`src/rtl/alu_result_stage.sv`:
```
// Two-entry result buffer between the ALU and its consumer, with a result counter.
// Optional sticky flag accumulator enabled by defining ALU_RESULT_STAGE_STICKY_EN.
module alu_result_stage #(
  parameter int unsigned CNT_W = 8
) (
  input  logic             CLK,
  input  logic             RESET,
  input  logic [7:0]       ALU_OUT_TMP,
  input  logic [3:0]       FLAG_TMP,
  input  logic             IN_VALID,
  output logic             IN_READY,
  output logic [7:0]       ALU_OUT,
  output logic [3:0]       FLAG,
  output logic             OUT_VALID,
  input  logic             OUT_READY,
  output logic [3:0]       FLAG_STICKY,
  input  logic             CLR_STICKY,
  output logic [CNT_W-1:0] RESULT_CNT
);

  typedef enum logic [1:0] {
    OCC_EMPTY,
    OCC_ONE,
    OCC_FULL
  } occ_t;

  occ_t       occ;
  occ_t       occ_nxt;
  logic [7:0] tail_alu;
  logic [3:0] tail_flag;
  logic       push;
  logic       pop;

  assign push = IN_VALID & IN_READY;
  assign pop  = OUT_VALID & OUT_READY;

  always_comb begin
    occ_nxt = occ;
    case (occ)
      OCC_EMPTY: if (push) occ_nxt = OCC_ONE;
      OCC_ONE: begin
        if (push && !pop)      occ_nxt = OCC_FULL;
        else if (!push && pop) occ_nxt = OCC_EMPTY;
      end
      OCC_FULL:  if (pop) occ_nxt = OCC_ONE;
      default:   occ_nxt = OCC_EMPTY;
    endcase
  end

  // ALU_OUT/FLAG are the head slot itself; the tail slot is only used when full.
  always_ff @(posedge CLK) begin
    if (RESET) begin
      occ        <= OCC_EMPTY;
      IN_READY   <= 1'b1;
      OUT_VALID  <= 1'b0;
      ALU_OUT    <= '0;
      FLAG       <= '0;
      tail_alu   <= '0;
      tail_flag  <= '0;
      RESULT_CNT <= '0;
    end else begin
      occ       <= occ_nxt;
      IN_READY  <= (occ_nxt != OCC_FULL);
      OUT_VALID <= (occ_nxt != OCC_EMPTY);
      if (push) RESULT_CNT <= RESULT_CNT + 1'b1;
      case (occ)
        OCC_EMPTY: begin
          if (push) begin
            ALU_OUT <= ALU_OUT_TMP;
            FLAG    <= FLAG_TMP;
          end
        end
        OCC_ONE: begin
          if (push && pop) begin
            ALU_OUT <= ALU_OUT_TMP;
            FLAG    <= FLAG_TMP;
          end else if (push) begin
            tail_alu  <= ALU_OUT_TMP;
            tail_flag <= FLAG_TMP;
          end
        end
        OCC_FULL: begin
          if (pop) begin
            ALU_OUT <= tail_alu;
            FLAG    <= tail_flag;
          end
        end
        default: ;
      endcase
    end
  end

`ifdef ALU_RESULT_STAGE_STICKY_EN
  logic [3:0] sticky_q;

  // A clear coinciding with a push keeps only that push's flags.
  always_ff @(posedge CLK) begin
    if (RESET) begin
      sticky_q <= '0;
    end else if (push) begin
      sticky_q <= CLR_STICKY ? FLAG_TMP : (sticky_q | FLAG_TMP);
    end else if (CLR_STICKY) begin
      sticky_q <= '0;
    end
  end

  assign FLAG_STICKY = sticky_q;
`else
  logic unused_clr_sticky;

  assign unused_clr_sticky = CLR_STICKY;
  assign FLAG_STICKY       = '0;
`endif

endmodule

```
`config.mk`:
```
export PLATFORM = sky130hd
export DESIGN_NAME = alu_result_stage
export DESIGN_NICKNAME = d
export VERILOG_FILES = /design/src/rtl/alu_result_stage.sv
export SDC_FILE = /design/constraint.sdc
export NUM_CORES = 1
export LEC_CHECK = 0
export BUFFER_PORTS_ARGS = -buffer_cell sky130_fd_sc_hd__buf_2
export CELL_PAD_IN_SITES_DETAIL_PLACEMENT = 1
export CELL_PAD_IN_SITES_GLOBAL_PLACEMENT = 1
export CORE_MARGIN = 8
export CORE_UTILIZATION = 35
export CTS_CLUSTER_DIAMETER = 200
export CTS_CLUSTER_SIZE = 10
export DETAILED_ROUTE_END_ITERATION = 6
export HOLD_SLACK_MARGIN = 0.15
export PLACE_DENSITY_LB_ADDON = 0.2
export SKIP_CTS_REPAIR_TIMING = 1
export SYNTH_ARGS = -nofsm -noshare
export SYNTH_HDL_FRONTEND = slang
export SYNTH_SLANG_ARGS = --single-unit
```
`constraint.sdc`:
```
create_clock -name CLK -period 1.18 [get_ports CLK]
set_input_delay 0.059 -clock CLK [delete_from_list [all_inputs] [get_ports CLK]]
set_output_delay 0.059 -clock CLK [all_outputs]
set_load 0.03 [all_outputs]
```
After elaboration in Yosys (flattened, before gate mapping)
Cells that the tools add are included.
{"block": "totals", "output_inout_bits": 26, "register_bits": 36, "input_bits": 17, "wordCells": 41}
{"block": "op_classes", "eq_ne": 6, "reduce_logical": 10, "muxes": 13, "n_addsub": 1, "n_bitwise": 3}
{"op": "2-to-1 mux 8 bit", "n": 3}
{"op": "one-hot mux 8 bit (3 select lines)", "n": 1}
{"op": "2-to-1 mux 4 bit", "n": 3}
{"op": "one-hot mux 4 bit (3 select lines)", "n": 1}
{"op": "adder 8 x 1 -> 8 bit, second input constant", "n": 1}
{"op": "2-to-1 mux 2 bit", "n": 4}
{"op": "inequality test 2 bit, second input constant", "n": 4}
{"op": "one-hot mux 2 bit (3 select lines)", "n": 1}
{"op": "AND reduction 4 bit", "n": 1}
{"op": "logical AND 1 bit", "n": 3}
{"op": "AND reduction 3 bit", "n": 1}
{"op": "nonzero test 3 bit", "n": 1}
{"op": "bitwise AND 1 bit", "n": 2}
{"op": "== test 2 x 1 -> 1 bit, second input constant", "n": 1}
{"op": "== test 2 bit, second input constant", "n": 1}
{"op": "zero test 1 bit", "n": 2}
{"op": "zero test 2 bit", "n": 1}
{"op": "nonzero test 2 bit", "n": 1}
{"op": "inverter 1 bit", "n": 1}

Longest topological paths before layout
{"block": "depth", "word_depth": 7, "depth_mapped": 5, "mapped_depth_nobuf": 4}

Least setup slack after synthesis
Ideal clock, no wire load.
{"block": "synth_timing", "kind": "register to register", "start": "register IN_READY", "end": "register RESULT_CNT[7]", "setup_ns": 0.070, "t_required_ns": 1.110, "path_slack_ns": -0.309, "stages_incl_launch_ff": 4, "n_path_buf": 0, "period_less_slack_ns": 1.489, "t_arrival_ns": 1.418, "cell_sequence": "dfxtp_1 nand2_1 or4_1 a21oi_1"}
{"block": "synth_via", "elab_chain_cells": 1}
{"element": "start, declared", "line_no": "11", "rtl": "output logic IN_READY,"}
{"element": "start signal, assigned", "line_no": "63", "rtl": "IN_READY <= (occ_nxt != OCC_FULL);"}
{"element": "bitwise AND 1 bit", "line_no": "34", "rtl": "assign push = IN_VALID & IN_READY;"}
{"element": "end signal, assigned", "line_no": "65", "rtl": "if (push) RESULT_CNT <= RESULT_CNT + 1'b1;"}
{"element": "end, declared", "line_no": "18", "rtl": "output logic [CNT_W-1:0] RESULT_CNT"}
No other way between the ends.
A chain may end at the register's enable or synchronous reset.

Worst setup path after layout
{"block": "layout_timing", "start": "register occ[1]", "end": "register occ[0]"}
{"block": "layout_via", "elab_chain_cells": 2, "word_cells_on_any_way": 4, "cone_classes": "2 x eq/ne; 1 x mux; 1 x reduce/logical"}
{"element": "start, declared", "line_no": "27", "rtl": "occ_t occ;"}
{"element": "start signal, assigned", "line_no": "62", "rtl": "occ <= occ_nxt;"}
{"element": "== test 2 bit, or another cell as far along", "line_no": "39", "rtl": "case (occ)"}
{"element": "one-hot mux 2 bit (3 select lines) *", "line_no": "39"}
Every way passes the cells marked *; elsewhere a longest branch is shown, timed or not.

==> run metrics <==
diode count=0; status=finished, violations left; number of global-route vias before repair=1627; critical path required time=1.37 ns; num rows=25; Reg2Reg Launch Point=occ[1]; worst hold path type=primary input to flop; CTS tree=done; die width=84.3 µm; Critical Path AT=1.51 ns; synth unique cells=33; RSZ-0062 raised after global routing=yes; full die area=7110 µm²; register area=757 µm²; GRT Overall Usage=14.0%; cells taking the most area after synthesis=dfxtp_1 (44%), a211oi_1 (11%), mux2i_1 (7.4%); htree depth=2; Hold Violations, Final=0; Slowest cell on crit path=dfxtp_4; kind of cell adding the most delay to the critical path=compound AO/OA/AOI/OAI gates; CTS root buffer=clkbuf_8; Cell Pwr Density=1290 nW/µm²; DRT iter0 DRCs=72; Vias=1672; drt first pass iters=4; Post-Syn Area=1630 µm²; fillers=508; Ports=43; failing checks=setup timing; Worst Path Buf+Inv=1; CP cell instances=nand3b_1 -> buf_6 -> a21o_1 -> a31oi_1; Setup CP Type=flop to flop; Worst path max stage delay=0.36 ns; Leakage=1.09 nW; area of the multi-input gates=997 µm²; HPWL after detailed placement=3680 µm; Critical Path Source Type=flop; layout cells sized above 1=49.2%; syn_area_per_cell=9.17 µm²; final setup margin=-0.142 ns; clock skew=0.00767 ns; vias per cell=5.46; maximum vdd drop=0.645 mV; clock sink count=36; Ys Warns=0; Worst setup EP type=flop; Achievable Freq=0.756 GHz; routed length per instance=17.9 µm; # port buffers=37; Yosys top cell area share=44.1%; register bit total from synthesis=36; nets=269; initial core utilization=35.5%; Design Area, Final=2580 µm²; cell count after synthesis=178; setup TNS=-1.62 ns; total wire length=5490 µm; fin crit share=112%; Seq/Total Area, Yosys=44.1%; P&R area growth vs syn=58.2%; min cycle time layout=1.32 ns; first-pass GRT wire length=8110 µm; clk_lat worst skew=0.28 ns; placed inst area=2070 µm²; Final Max Tran Viols=0; clk slew on worst S/H paths=0.08 ns; largest net degree at the start of global routing=24; GPL Wtd Cong=0.789; initial antenna violation count=0; core area=4600 µm²; DRT antenna net count=0; DRC viols=0; # setup viols final=28; Worst Setup SP=occ[1]; die span in y=84.3 µm; min-delay src=RESET; post-synth top area cell=dfxtp_1; Max-Cap Viols=0; CTS Buf Count=5; CTS Buffer Depth=2; grt ovf=0; CP max FO=7
## power by group
| group | leakage, nW | total [W] | switching [W] | internal [W] |
|---|---|---|---|---|
| sequential | 0.301 | 0.00139 | 0.0000859 | 0.00130 |
| clock | 0.0566 | 0.000990 | 0.000449 | 0.000541 |
| combinational | 0.730 | 0.000952 | 0.000528 | 0.000423 |
| total | 1.09 | 0.00333 | 0.00106 | 0.00227 |
## final timing paths
kind | to | slack [ns] | cells past startpoint
setup / recovery | occ[0] | -0.14 | 4
hold / removal | tail_alu[0] | 0.16 | 2
setup reg to reg | occ[0] | -0.14 | 4
hold reg to reg | tail_flag[1] | 0.47 | 2
## cell families (layout without fill, tap and decap cells)
family / Yosys count / count (layout) / share of synthesized area (%)
AOI/OAI and AO/OA: 68 / 68 / 26.5
xor gates and xnor gates: 2 / 2 / 1.07
adders and majority gates: 1 / 1 / 0.766
buffers and inverters: 21 / 92 / 7.51
DFF: 36 / 36 / 44.1
muxes: 12 / 12 / 7.36
other: 1 / 4 / 0.230
and+or+nand+nor: 37 / 37 / 12.4
## layout make-up
class,count,area share [%]
clock buffer,6,3.63
clock inverter,2,0.436
inverter,1,0.145
multi-input combinational,124,38.6
sequential,36,29.3
tap,54,2.62
timing repair buffer,83,25.2
## registers in the layout, indices dropped and copies added, names as in the netlist
signal	cells
occ	2
tail_flag	4
tail_alu	8
ALU_OUT	8
OUT_VALID	1
FLAG	4
IN_READY	1
RESULT_CNT	8
## worst reg2reg max path, cell delays in order, from the launching register on
cell and delay (ns):
dfxtp_4 0.36, nand3b_1 0.28, buf_6 0.21, a21o_1 0.16, a31oi_1 0.21
## synthesized netlist by cell type (all sizes together)
master and count:
a211oi 24, a21bo 1, a21boi 1, a21o 2, a21oi 19, a221o 1
a221oi 1, a31oi 1, and2 1, and3b 1, and4b 1, buf 13
clkbuf 7, conb 1, dfxtp 36, ha 1, inv 1, mux2i 12
nand2 6, nand2b 1, nand3 15, nand3b 1, nand4 2, nor2 2
o21ai 15, o22ai 1, o31ai 2, or3 5, or4 2, xnor2 1
xor2 1
## layout by cell type, fill, tap and decap left out, drive strengths merged, types with 2 or more instances in the layout
cell type,instances
or3,5
dfxtp,36
o31ai,2
nand3,15
a211oi,24
nand2,6
clkbuf,7
conb,4
buf,69
inv,2
nand4,2
nor2,2
or4,2
mux2i,12
o21ai,15
a21o,2
a21oi,19
dlygate4sd3,13
## through the flow
stage | power (W) | hold slack, ns | util [%] | setup slack (ns) | instances
after floorplan | 0.00193 | 0.170 | - | -0.0177 | 181
after global placement | 0.00214 | 0.328 | 44.9 | -0.0833 | 276
after detailed placement | 0.00218 | 0.339 | 44.9 | -0.199 | 276
after CTS | 0.00318 | 0.0306 | 47.2 | -0.214 | 284
after global routing | 0.00350 | 0.180 | 56.2 | -0.230 | 306
final | 0.00333 | 0.158 | 56.2 | -0.142 | 306
## layer usage
metal / vias to the layer above / GRT usage, % / wire, µm
li1: 806 / - / -
met1: 823 / 14.8 / 2170
met2: 34 / 25.6 / 2980
met3: 9 / 3.87 / 258
met4: 0 / 4.71 / 74
met5: - / 0 / 0
(Power assumes the default switching activity.)
